<file path="src/rtl/uart_arb_pkg.sv">
// Shared types and helpers for the UART TX arbiter.
package uart_arb_pkg;
  typedef enum logic {IDLE = 1'b0, GRANT = 1'b1} arb_state_e;

  localparam logic [7:0] DEF_END_BYTE = 8'h0A;
  localparam int         MAX_REQ      = 8;

  function automatic logic [MAX_REQ-1:0] onehot(input logic [2:0] idx);
    return {{(MAX_REQ-1){1'b0}}, 1'b1} << idx;
  endfunction
endpackage

</file>
<file path="src/rtl/uart_rr_picker.sv">
// Round-robin winner search starting at rr_ptr and wrapping modulo NUM_REQ.
// With UART_ARB_PRIO_EN defined, requester 0 wins whenever it is requesting.
module uart_rr_picker import uart_arb_pkg::*; #(
  parameter  int NUM_REQ = 2,
  localparam int IW      = $clog2(NUM_REQ)
) (
  input  logic [NUM_REQ-1:0] req,
  input  logic [IW-1:0]      rr_ptr,
  output logic [IW-1:0]      winner,
  output logic               found
);

  // Two passes: indices at/above rr_ptr first, then the wrapped-around ones.
  always_comb begin
    winner = '0;
    found  = 1'b0;
    for (int i = 0; i < NUM_REQ; i++)
      if (!found && req[i] && i >= int'(rr_ptr)) begin
        found  = 1'b1;
        winner = IW'(i);
      end
    for (int i = 0; i < NUM_REQ; i++)
      if (!found && req[i] && i < int'(rr_ptr)) begin
        found  = 1'b1;
        winner = IW'(i);
      end
`ifdef UART_ARB_PRIO_EN
    if (req[0]) begin
      found  = 1'b1;
      winner = '0;
    end
`endif
  end

endmodule

</file>
<file path="src/rtl/uart_tx_arbiter.sv">
// Message-granular round-robin arbiter sharing one UART TX byte stream.
// Optional UART_ARB_PRIO_EN: requester 0 wins every idle arbitration it joins.
module uart_tx_arbiter import uart_arb_pkg::*; #(
  parameter int         NUM_REQ  = 2,
  parameter int         MAX_HOLD = 64,
  parameter int         IDLE_TO  = 16,
  parameter logic [7:0] END_BYTE = DEF_END_BYTE
) (
  input  logic                 clk,
  input  logic                 rst,
  input  logic [NUM_REQ-1:0]   req_valid,
  input  logic [8*NUM_REQ-1:0] req_data,
  output logic [NUM_REQ-1:0]   req_ready,
  output logic                 tx_valid,
  output logic [7:0]           tx_data,
  input  logic                 tx_ready,
  output logic [NUM_REQ-1:0]   gnt,
  output logic                 busy
);

  localparam int IW = $clog2(NUM_REQ);
  localparam int BW = $clog2(MAX_HOLD+1);
  localparam int TW = $clog2(IDLE_TO+1);

  arb_state_e         state, state_d;
  logic [NUM_REQ-1:0] gnt_q;
  logic [IW-1:0]      g_idx, rr_ptr, winner;
  logic               found;
  logic [BW-1:0]      byte_cnt;
  logic [TW-1:0]      idle_cnt;
  logic               g_valid, xfer, rel;

  uart_rr_picker #(.NUM_REQ(NUM_REQ)) u_pick (
    .req    (req_valid),
    .rr_ptr (rr_ptr),
    .winner (winner),
    .found  (found)
  );

  always_ff @(posedge clk) begin
    if (rst) state <= IDLE;
    else     state <= state_d;
  end

  always_comb begin
    state_d = state;
    case (state)
      IDLE:  if (found) state_d = GRANT;
      GRANT: if (rel)   state_d = IDLE;
    endcase
  end

  // Combinational data path from the granted requester; rst blanks it so
  // nothing transfers in the reset cycle.
  always_comb begin
    tx_valid  = 1'b0;
    tx_data   = '0;
    req_ready = '0;
    g_valid   = 1'b0;
    for (int i = 0; i < NUM_REQ; i++)
      if (state == GRANT && g_idx == IW'(i)) begin
        g_valid = req_valid[i];
        if (!rst) begin
          tx_valid     = req_valid[i];
          tx_data      = req_data[i*8 +: 8];
          req_ready[i] = tx_ready;
        end
      end
  end

  assign gnt  = rst ? '0 : gnt_q;
  assign busy = (state == GRANT) && !rst;

  assign xfer = tx_valid && tx_ready;
  assign rel  = (state == GRANT) &&
                ((xfer && tx_data == END_BYTE) ||
                 (xfer && byte_cnt == BW'(MAX_HOLD-1)) ||
                 (!g_valid && idle_cnt == TW'(IDLE_TO-1)));

  always_ff @(posedge clk) begin
    if (rst) begin
      gnt_q    <= '0;
      g_idx    <= '0;
      rr_ptr   <= '0;
      byte_cnt <= '0;
      idle_cnt <= '0;
    end else if (state == IDLE) begin
      byte_cnt <= '0;
      idle_cnt <= '0;
      if (found) begin
        gnt_q <= NUM_REQ'(onehot(3'(winner)));
        g_idx <= winner;
      end
    end else if (rel) begin
      gnt_q    <= '0;
      byte_cnt <= '0;
      idle_cnt <= '0;
      rr_ptr   <= (g_idx == IW'(NUM_REQ-1)) ? '0 : g_idx + IW'(1);
    end else if (xfer) begin
      byte_cnt <= byte_cnt + BW'(1);
      idle_cnt <= '0;
    end else if (!g_valid) begin
      idle_cnt <= idle_cnt + TW'(1);
    end
  end

endmodule

</file>
<file path="config.mk">
export PLATFORM = sky130hd
export DESIGN_NAME = uart_tx_arbiter
export DESIGN_NICKNAME = d
export VERILOG_FILES = /design/src/rtl/uart_arb_pkg.sv /design/src/rtl/uart_rr_picker.sv /design/src/rtl/uart_tx_arbiter.sv
export SDC_FILE = /design/constraint.sdc
export NUM_CORES = 1
export LEC_CHECK = 0
export ABC_AREA = 1
export CAP_MARGIN = 20
export CORE_AREA = 2 2 71 73
export DETAILED_ROUTE_END_ITERATION = 10
export DIE_AREA = 0 0 73 75
export SLEW_MARGIN = 20
export SYNTH_ARGS = -nofsm -noshare
export SYNTH_HDL_FRONTEND = slang
export SYNTH_SLANG_ARGS = --single-unit
</file>
<file path="constraint.sdc">
create_clock -name clk -period 1.59 [get_ports clk]
set_input_delay 0.477 -clock clk [delete_from_list [all_inputs] [get_ports clk]]
set_output_delay 0.477 -clock clk [all_outputs]
set_load 0.05 [all_outputs]
</file>
==> results.json <==
{
  "status": "complete, but fails checks",
  "violations": "setup timing",
  "ys_async_sr_fraction_pct": 0,
  "path_clk_slew_ns": 0.07,
  "h-tree-depth": 1,
  "dieArea_sq_mm": 0.00548,
  "setup_viol": 29,
  "finalCritPeriodShare_pct": 111,
  "synth_area_sq_mm": 0.00114,
  "drt-vias-per-instance": 4.26,
  "synth_cells": 170,
  "cts_buffer_depth": 2,
  "cp_slowest_stage_delay_ns": 0.40,
  "grt_max_degree": 19,
  "rsz0062_at_grt": "true",
  "grt_pass1_vias": 1337,
  "dp.cells": 283,
  "yosysTopAreaCellShare_pct": 29.8,
  "hp-start": "idle_cnt[4]$_SDFFE_PP0N_",
  "synth_area_per_cell_sq_um": 6.73,
  "slew_headroom_pct": 80.7,
  "io_buffers": 34,
  "routabilityCongestion": 0.837,
  "num_io_pins": 35,
  "drtAntennaViolNets": 0,
  "fmax_ghz": 0.568,
  "synth_edf_count": 0,
  "fin_crit_ns": 1.76,
  "area_growth_pct": 101,
  "fp.dieH_um": 75,
  "tightestPinTransition_ns": 0.287,
  "dp.final_hpwl_mm": 2.53,
  "pre_cts_ws_ns": -0.666,
  "drtIter0Drc": 46,
  "fin_skew_ns": 0.00514,
  "end_kind": "output pin",
  "clk_latency_ns": 0.25,
  "powerDensity_mw_per_mm2": 628,
  "crit_chain": "buf_6, inv_4, buf_12, nor2_8, nand2_2, nand2_4, buf_12",
  "final_cell_mix": "buf_4 (35), nand2_1 (28), inv_1 (23), dlygate4sd2_1 (18), buf_6 (17)",
  "whs_ns": 0.466,
  "layout_commonest_cell": "buf_4",
  "hold_violations": 0,
  "antenna_cells": 0,
  "synth_seq_cells": 17,
  "grt.total_usage_pct": 13.2,
  "dr.pass1.iters": 5,
  "cp.depth": 7,
  "drive_gt1_share_pct": 51.4,
  "peakVddDrop_v": 0.000270,
  "synth-seq-area-share_pct": 29.8,
  "setup_ws_ns": -0.171,
  "rows": 25,
  "start_kind": "flop",
  "critPathBufInv": 4,
  "cts_tree": "built",
  "tns_ns": -3.00,
  "crit_fanout": 4,
  "crit_type": "flop to output pin",
  "power.leakage_nw": 1.10,
  "placed_cell_area_sq_mm": 0.00185,
  "grt_pass1_wl_mm": 5.57,
  "fin_nets": 280,
  "maxCapViolations": 0,
  "core-area_sq_mm": 0.00466,
  "min_path_type": "flop to flop",
  "r2r_start": "state$_SDFF_PP0_",
  "hold_depth": 2,
  "cts_made_buffers": 3,
  "ff2ff_path_depth": 14,
  "via_count": 1316,
  "crit_path_frequent_cell": "buf_12",
  "clock_sinks": 17,
  "fin_area_sq_mm": 0.00230,
  "die_w_um": 73,
  "arrival_ns": 1.28,
  "drc_errors": 0,
  "cts_root_buffer": "clkbuf_8",
  "syn_nets": 194,
  "slew_viol_final": 0,
  "yosysUniqueCellTypes": 28,
  "slowest_stage": "dfxtp_4",
  "initial_core_util_pct": 24.5,
  "netlist.top_cell.by_area": "dfxtp_1",
  "overflow": 0,
  "yosysWarnings": 0,
  "crit_path_start": "state$_SDFF_PP0_",
  "routedWlPerCell_um": 12.0,
  "fin_cells": 309,
  "antenna_found_initial": 0,
  "drt_wl_total_mm": 3.71,
  "netlist_top_cells_area": "dfxtp_1 (30%), nand2_1 (12%), inv_1 (8.9%)",
  "synthFlopType": "dfxtp_1",
  "cp.required_ns": 1.11,
  "crit_family": "flip-flops"
}
==> registers in the layout (all words and copies together), names as in the netlist <==
signal    count
idle_cnt      5
gnt_q         2
byte_cnt      7
g_idx         1
rr_ptr        1
state         1
==> synthesized netlist by cell type, types with 2 or more instances <==
library cell / count
a21oi_1: 7
buf_6: 2
dfxtp_1: 17
ha_1: 3
inv_1: 27
nand2_1: 37
nand2_2: 4
nand2_4: 2
nand3_1: 20
nand4_1: 3
nor2_1: 17
nor2_2: 8
nor3_1: 2
or2_2: 2
xnor2_1: 2
xor2_1: 5
==> metal layers <==
metal	track usage [%]	vias to the layer above	part of all wire [%]
met5	0	-	0
met4	3.91	0	0
met3	1.74	0	3.7
met2	26.5	30	57
met1	14.1	594	39
li1	-	692	-
==> cell type report <==
cell class / instances / area [sq um]
timing repair buffer: 85 / 887
clock buffer: 3 / 41.3
sequential: 17 / 349
inverter: 30 / 120
fill: 441 / 2360
multi-input combinational: 119 / 827
tap: 54 / 67.6
clock inverter: 1 / 5.00
==> path summary, 6_finish.rpt <==
kind,to,slack (ns)
worst min register to register,idle_cnt[4]$_SDFFE_PP0N_,0.47
worst max-delay path,tx_data[3],-0.17
worst max register to register,state$_SDFF_PP0_,-0.12
worst min-delay path,idle_cnt[4]$_SDFFE_PP0N_,0.47
==> cell families after synthesis <==
group                    share of synthesized area (%)
AO/OA/AOI/OAI                                     4.92
XOR/XNOR                                          5.36
adder cells (fa/ha/maj)                           3.28
buffers and inverters                             13.1
flip-flops                                        29.8
AND/OR/NAND/NOR                                   43.5
==> report_power, final <==
| group | switching [mW] | internal [mW] | leakage (nW) | total (mW) |
|---|---|---|---|---|
| logic | 0.326 | 0.329 | 0.936 | 0.655 |
| clock network | 0.153 | 0.174 | 0.0255 | 0.327 |
| registers | 0.0197 | 0.442 | 0.140 | 0.462 |
| total | 0.499 | 0.945 | 1.10 | 1.44 |
==> stage by stage <==
| step | total power, mW | util, % |
|---|---|---|
| CTS | 1.36 | 45.9 |
| detailed placement | 0.962 | 39.7 |
| finish | 1.44 | 49.3 |
| global route | 1.52 | 49.3 |
| global placement | 0.963 | 39.7 |
| floorplan | 0.732 | - |
==> worst min-delay path: stages (launching register included) <==
cell     delay (ns)
dfxtp_1        0.31
nand2_1        0.06
a21oi_1        0.05
==> repair_timing <==
action | CTS | global route
endpoints found under the setup margin | 30 | 30
setup buffers | 17 | 6
gates resized for setup | 66 | 29
hold buffers | 0 | 0
gates cloned | 0 | 1
pin swaps | 38 | 23
No activity file was read; power rests on OpenSTA's default activity.
